===== config.mk =====
export PLATFORM = sky130hd
export DESIGN_NAME = axi_ddr3_burst_master
export DESIGN_NICKNAME = d
export VERILOG_FILES = /design/src/rtl/axi_ddr3_burst_master.sv
export SDC_FILE = /design/constraint.sdc
export NUM_CORES = 1
export LEC_CHECK = 0
export BUFFER_PORTS_ARGS = -buffer_cell sky130_fd_sc_hd__buf_2
export CORE_AREA = 10 10 263 265
export CTS_CLUSTER_SIZE = 40
export DETAILED_ROUTE_END_ITERATION = 16
export DIE_AREA = 0 0 273 275
export PLACE_DENSITY = 0.3
export SLEW_MARGIN = 10
export SYNTH_ARGS = -nofsm -noshare
export SYNTH_HDL_FRONTEND = slang
export SYNTH_SLANG_ARGS = --single-unit

===== constraint.sdc =====
create_clock -name aclk -period 2.6 [get_ports aclk]
set_clock_uncertainty 0.1 [all_clocks]
set_input_delay 0.26 -clock aclk [delete_from_list [all_inputs] [get_ports aclk]]
set_output_delay 0.26 -clock aclk [all_outputs]
set_load 0.005 [all_outputs]

===== src/rtl/axi_ddr3_burst_master.sv =====
`default_nettype none
// ============================================================================
// Module   : axi_ddr3_burst_master
// Brief    : Single-burst AXI initiator for the DDR3 slave port, with
//            beat tracking, ID/last/response checking and a wait-state watchdog.
// Revision : 1.0 - initial release
// ============================================================================
module axi_ddr3_burst_master #(
    parameter int                        AXI_ADDR_WIDTH  = 32,
    parameter int                        AXI_ID_WIDTH    = 4,
    parameter int                        AXI_BURST_WIDTH = 6,
    parameter int                        AXI_DATA_WIDTH  = 128,
    parameter int                        AXI_STRB_WIDTH  = 16,
    parameter logic [AXI_ID_WIDTH-1:0]   MASTER_ID       = 4'h1,
    parameter int                        TIMEOUT_CYCLES  = 4096
) (
    input  logic                        aclk,
    input  logic                        aresetn,
    input  logic                        ddr_init_done,
    input  logic                        cmd_valid,
    output logic                        cmd_ready,
    input  logic                        cmd_write,
    input  logic [AXI_ADDR_WIDTH-1:0]   cmd_addr,
    input  logic [AXI_BURST_WIDTH-1:0]  cmd_len,
    input  logic [AXI_DATA_WIDTH-1:0]   wr_data,
    input  logic [AXI_STRB_WIDTH-1:0]   wr_strb,
    input  logic                        wr_valid,
    output logic                        wr_ready,
    output logic [AXI_DATA_WIDTH-1:0]   rd_data,
    output logic                        rd_last,
    output logic                        rd_valid,
    input  logic                        rd_ready,
    output logic                        busy,
    output logic                        err,
    input  logic                        err_clr,
    output logic [AXI_ADDR_WIDTH-1:0]   awaddr,
    output logic [AXI_ID_WIDTH-1:0]     awid,
    output logic [AXI_BURST_WIDTH-1:0]  awlen,
    output logic                        awvalid,
    input  logic                        awready,
    output logic [AXI_DATA_WIDTH-1:0]   wdata,
    output logic [AXI_STRB_WIDTH-1:0]   wstrb,
    output logic                        wvalid,
    input  logic                        wready,
    input  logic                        wlast,
    input  logic [AXI_ID_WIDTH-1:0]     bid,
    input  logic [1:0]                  bresp,
    input  logic                        bvalid,
    output logic                        bready,
    output logic [AXI_ADDR_WIDTH-1:0]   araddr,
    output logic [AXI_ID_WIDTH-1:0]     arid,
    output logic [AXI_BURST_WIDTH-1:0]  arlen,
    output logic                        arvalid,
    input  logic                        arready,
    input  logic [AXI_ID_WIDTH-1:0]     rid,
    input  logic [AXI_DATA_WIDTH-1:0]   rdata,
    input  logic [1:0]                  rresp,
    input  logic                        rvalid,
    input  logic                        rlast,
    output logic                        rready
);

    localparam int                          c_TMO_W     = $clog2(TIMEOUT_CYCLES + 1);
    localparam logic [c_TMO_W-1:0]          c_TMO_LAST  = c_TMO_W'(TIMEOUT_CYCLES - 1);
    localparam logic [c_TMO_W-1:0]          c_TMO_ONE   = c_TMO_W'(1);
    localparam logic [AXI_BURST_WIDTH-1:0]  c_BEAT_ONE  = AXI_BURST_WIDTH'(1);
    localparam logic [AXI_ADDR_WIDTH-1:0]   c_ADDR_MASK = {{(AXI_ADDR_WIDTH-3){1'b1}}, 3'b000};

    typedef enum logic [2:0] {
        ST_IDLE = 3'd0,
        ST_AW   = 3'd1,
        ST_W    = 3'd2,
        ST_B    = 3'd3,
        ST_AR   = 3'd4,
        ST_R    = 3'd5
    } state_t;

    state_t                         r_state;
    state_t                         w_next;
    logic [AXI_ADDR_WIDTH-1:0]      r_addr;
    logic [AXI_BURST_WIDTH-1:0]     r_len;
    logic [AXI_BURST_WIDTH-1:0]     r_beat;
    logic [c_TMO_W-1:0]             r_tmo_cnt;
    logic                           r_err;
    logic                           r_run;
    logic                           w_hs;
    logic                           w_beat_hs;
    logic                           w_last_beat;
    logic                           w_err_set;
    logic                           w_accept;

    assign w_last_beat = (r_beat == r_len);
    assign busy        = (r_state != ST_IDLE);
    assign err         = r_err;
    assign awaddr      = r_addr;
    assign araddr      = r_addr;
    assign awlen       = r_len;
    assign arlen       = r_len;
    assign awid        = MASTER_ID;
    assign arid        = MASTER_ID;
    assign wdata       = wr_data;
    assign wstrb       = wr_strb;
    assign rd_data     = rdata;

    always_comb begin
        w_next    = r_state;
        cmd_ready = 1'b0;
        awvalid   = 1'b0;
        wvalid    = 1'b0;
        wr_ready  = 1'b0;
        bready    = 1'b0;
        arvalid   = 1'b0;
        rready    = 1'b0;
        rd_valid  = 1'b0;
        rd_last   = 1'b0;
        w_hs      = 1'b0;
        w_beat_hs = 1'b0;
        w_err_set = 1'b0;
        w_accept  = 1'b0;
        case (r_state)
            ST_IDLE: begin
                // r_run keeps cmd_ready low while reset is held
                cmd_ready = r_run & ddr_init_done;
                if (cmd_valid && r_run && ddr_init_done) begin
                    w_accept = 1'b1;
                    w_next   = cmd_write ? ST_AW : ST_AR;
                end
            end
            ST_AW: begin
                awvalid = 1'b1;
                if (awready) begin
                    w_hs   = 1'b1;
                    w_next = ST_W;
                end
            end
            ST_W: begin
                wvalid   = wr_valid;
                wr_ready = wready;
                if (wr_valid && wready) begin
                    w_hs      = 1'b1;
                    w_beat_hs = 1'b1;
                    if (wlast && !w_last_beat) w_err_set = 1'b1;
                    if (w_last_beat)           w_next    = ST_B;
                end
            end
            ST_B: begin
                bready = 1'b1;
                if (bvalid) begin
                    w_hs = 1'b1;
                    if (bresp != 2'b00 || bid != MASTER_ID) w_err_set = 1'b1;
                    w_next = ST_IDLE;
                end
            end
            ST_AR: begin
                arvalid = 1'b1;
                if (arready) begin
                    w_hs   = 1'b1;
                    w_next = ST_R;
                end
            end
            ST_R: begin
                rready   = rd_ready;
                rd_valid = rvalid;
                rd_last  = w_last_beat;
                if (rvalid && rd_ready) begin
                    w_hs      = 1'b1;
                    w_beat_hs = 1'b1;
                    if (rid != MASTER_ID || rresp != 2'b00 || rlast != w_last_beat)
                        w_err_set = 1'b1;
                    if (w_last_beat) w_next = ST_IDLE;
                end
            end
            default: w_next = ST_IDLE;
        endcase
        // Watchdog: a stalled wait state aborts the burst
        if (r_state != ST_IDLE && !w_hs && r_tmo_cnt == c_TMO_LAST) begin
            w_err_set = 1'b1;
            w_next    = ST_IDLE;
        end
    end

    always_ff @(posedge aclk or negedge aresetn) begin
        if (!aresetn) begin
            r_state   <= ST_IDLE;
            r_addr    <= '0;
            r_len     <= '0;
            r_beat    <= '0;
            r_tmo_cnt <= '0;
            r_err     <= 1'b0;
            r_run     <= 1'b0;
        end else begin
            r_run   <= 1'b1;
            r_state <= w_next;
            if (w_accept) begin
                r_addr <= cmd_addr & c_ADDR_MASK;
                r_len  <= cmd_len;
            end
            if (r_state == ST_IDLE)
                r_beat <= '0;
            else if (w_beat_hs)
                r_beat <= r_beat + c_BEAT_ONE;
            if (w_next != r_state || w_hs)
                r_tmo_cnt <= '0;
            else if (r_state != ST_IDLE)
                r_tmo_cnt <= r_tmo_cnt + c_TMO_ONE;
            // A new error wins over a simultaneous clear
            r_err <= (r_err & ~err_clr) | w_err_set;
        end
    end

endmodule
`default_nettype wire


==> results.toml <==
[status]
status = "complete, no violations"

[grt]
grt_use_met1_pct = 5.203
grt_start_max_net_pins = 36
grt_pass1_wl_microns = 31890
grt_pass1_vias = 3654
gr-usage-met2_pct = 9.724
grt_usage_pct = 6.306
use_met3_pct = 5.791
busiest_layer = "met2"
globalRouteOverflowTotal = 0
antenna_found_initial = 4

[final_layout]
n_antenna_cell = 0
drive_above_1_share_pct = 57.45
layout.nets = 797
syn_to_final_growth_pct = 2.363
fin_cells = 1318
fin_area_sq_um = 5420

[min_path]
hold_path_class = "input pin to flip-flop"
hp-start = "cmd_addr[19]"
whs_path_depth = 2
min_to = "araddr[19]$_DFFE_PN0P_"

[power]
power.static_leakage_uw = 0.002260
vdd_drop_max_mv = 0.3468
p_per_area_nw_per_um2 = 974.1
fin_total_pwr_uw = 5280

[sta]
tightest_slew_ns = 0.8254
setup_ws_ns = 0.1095
whs_ns = 0.05311
rsz0062_at_grt = "no"
setup-violations-final = 0
maxSlewViolCount = 0
post-route-period-util_pct = 95.79
final.min_clock_period_ns = 2.491
relSlewSlack_pct = 44.85
clock.fmax_ghz = 0.4015
hold_viol_final = 0

[route]
via_per_inst = 2.385
totalWireLength_microns = 25080
initialDrtViolationCount = 97
vias = 3143
drcViolationCount = 0
wl_per_cell_microns = 19.03
firstDrtPassIters = 4
drtAntennaViolNets = 0

[setup_path]
critical_path_arrival_ns = 2.64
critPathLaunchType = "flip-flop"
rrSetupSlack_ns = 0.11
worstPathCellList = "and4b_1 -> or3_1 -> or4_1 -> o31a_2 -> xor2_4 -> buf_12 -> nor3_2"
cpMaxStageDelayCell = "or4_1"
critPathMaxFanout = 13
critPathRequiredTime_ns = 2.75
reg2reg_to = "r_tmo_cnt[6]$_DFFE_PN0P_"
end_kind = "flip-flop"
r2r-start = "r_state[0]$_DFF_PN0_"
max_stage_delay_ns = 0.52
path_class = "flip-flop to flip-flop"
reg2reg_depth = 7

[run]
cap_violations = 0

[die]
initial_core_util_pct = 8.289
die_h_microns = 275
std_cell_rows = 93
num_io_pins = 704
die-width_microns = 273
die-area_sq_um = 75080
core_area_sq_um = 63880

[placement]
pre_cts_slack_ns = -0.3134
portBuffers = 142
placed_cells = 1298
dp_hpwl_microns = 21720
gp_congestion = 0.6672
dpl_cell_area_sq_um = 5050

[clock_tree]
path_clk_slew_ns = 0.06
clockRootBuffer = "clkbuf_16"
cts_buffers = 9
clock_sinks = 59
cts_tree = "yes"
clock_path_buffers = 2
clkLatencyLatePin_ns = 0.34
htreeDepth = 3

[logic_synthesis]
synth_edf_count = 0
syn-cell-area_sq_um = 5295
synth_cell_types = 49
yosys_warnings = 0
ys_seq_area_share_pct = 27.88
yosys_register_bits = 59
synthCells = 569
synth.avg_cell_area_sq_um = 9.306
async_reset_ff_share_pct = 100.0
synth-main-ff-cell = "dfrtp_1"
[cell usage in the layout (no fill, tap or decap), types with 2 or more instances in the layout]
master / n
or2_2: 3
nor3_2: 12
buf_4: 51
mux2i_1: 2
nor3_1: 8
or3_1: 2
clkbuf_16: 9
inv_1: 3
conb_1: 15
buf_2: 142
nand3b_1: 2
nor4_1: 2
dfrtp_2: 2
and3_1: 4
o31ai_1: 2
nand2_1: 14
nor2b_1: 4
mux2_2: 35
o22ai_1: 2
buf_12: 2
ha_1: 2
dfrtp_1: 57
nor2_1: 21
or4_1: 2
clkbuf_1: 2
nand2b_1: 4
nand4_1: 4
clkbuf_8: 2
nor4bb_1: 2
nand3_1: 5
xnor2_1: 17
xor2_1: 5
[cells in the mapped netlist (3+ instances only)]
master	instances	area, sq um
nor3_2	11	110.1
mux2_2	35	394.1
buf_4	322	2417
nor2_1	21	78.83
nand3_1	5	25.02
inv_1	3	11.26
nor2b_1	4	25.02
or2_2	3	18.77
xnor2_1	17	148.9
dfrtp_1	59	1476
nand2_1	14	52.55
nor3_1	9	45.04
xor2_1	5	43.79
and3_1	4	25.02
nand2b_1	4	25.02
clkbuf_1	6	22.52
nand4_1	4	25.02
[how the worst max path moves through the flow]
| stage | startpoint | to | cells after the start |
|---|---|---|---|
| final | r_state[0]$_DFF_PN0_ | r_tmo_cnt[6]$_DFFE_PN0P_ | 7 |
| after global routing | r_state[0]$_DFF_PN0_ | r_tmo_cnt[6]$_DFFE_PN0P_ | 7 |
| after CTS | r_state[0]$_DFF_PN0_ | r_tmo_cnt[1]$_DFFE_PN0P_ | 7 |
| after detailed placement | r_state[0]$_DFF_PN0_ | r_tmo_cnt[1]$_DFFE_PN0P_ | 6 |
| after global placement | r_state[0]$_DFF_PN0_ | r_tmo_cnt[2]$_DFFE_PN0P_ | 6 |
| after floorplan | r_state[1]$_DFF_PN0_ | r_tmo_cnt[10]$_DFFE_PN0P_ | 8 |
[area by class of cell]
cell class	instances	area, sq um
clock buffer	13	260.3
tap	855	1070
clock inverter	3	46.29
fill	7432	58460
inverter	4	15.01
multi-input combinational	188	1406
sequential	59	1479
timing repair buffer	196	1144
[critical path: cells and delay by family, from the launching register on]
| family | cells | cell delay, ns |
|---|---|---|
| compound gates | 1 | 0.17 |
| simple gates | 4 | 1.32 |
| buf+inv | 1 | 0.16 |
| xor+xnor | 1 | 0.20 |
| flops | 1 | 0.45 |
[power breakdown]
| part | internal (uW) | total, uW | switching, uW |
|---|---|---|---|
| sequential | 1250 | 1510 | 264 |
| combinational | 1290 | 2530 | 1240 |
| clock | 796 | 1240 | 440 |
[timing repair]
action                     in CTS  in global routing
hold buffers                    1                  0
pin swaps                       1                  0
setup endpoints to repair      13                 10
gates resized for setup         1                  3
hold endpoints to repair       19                  0
buffers inserted                1                  2
[per-layer routing]
layer | up-vias | share of wire, %
li1 | 1277 | -
met1 | 1351 | 29
met2 | 391 | 45
met3 | 114 | 20
met4 | 10 | 5.1
met5 | - | 0.83
[state kept, by name, indices dropped and copies added (netlist names)]
signal,cells
r_tmo_cnt,13
araddr,29
err,1
r_run,1
arlen,6
r_state,3
r_beat,6
[kinds of logic after synthesis]
kind of cell / Yosys count / share of synthesized area, %
buffers and inverters: 335 / 46.88
and+or+nand+nor: 96 / 10.59
DFF: 59 / 27.88
muxes: 37 / 7.821
xor gates and xnor gates: 23 / 3.946
AOI/OAI and AO/OA: 15 / 2.269
adders and majority gates: 2 / 0.4725
other: 2 / 0.1418
[metrics by stage]
stage	TNS, ns	util [%]
3_3_place_gp	-3.623	7.905
2_1_floorplan	0	-
4_1_cts	0	8.449
6_report	0	8.485
3_5_place_dp	-3.480	7.905
5_1_grt	0	8.485
(Power assumes the default switching activity.)
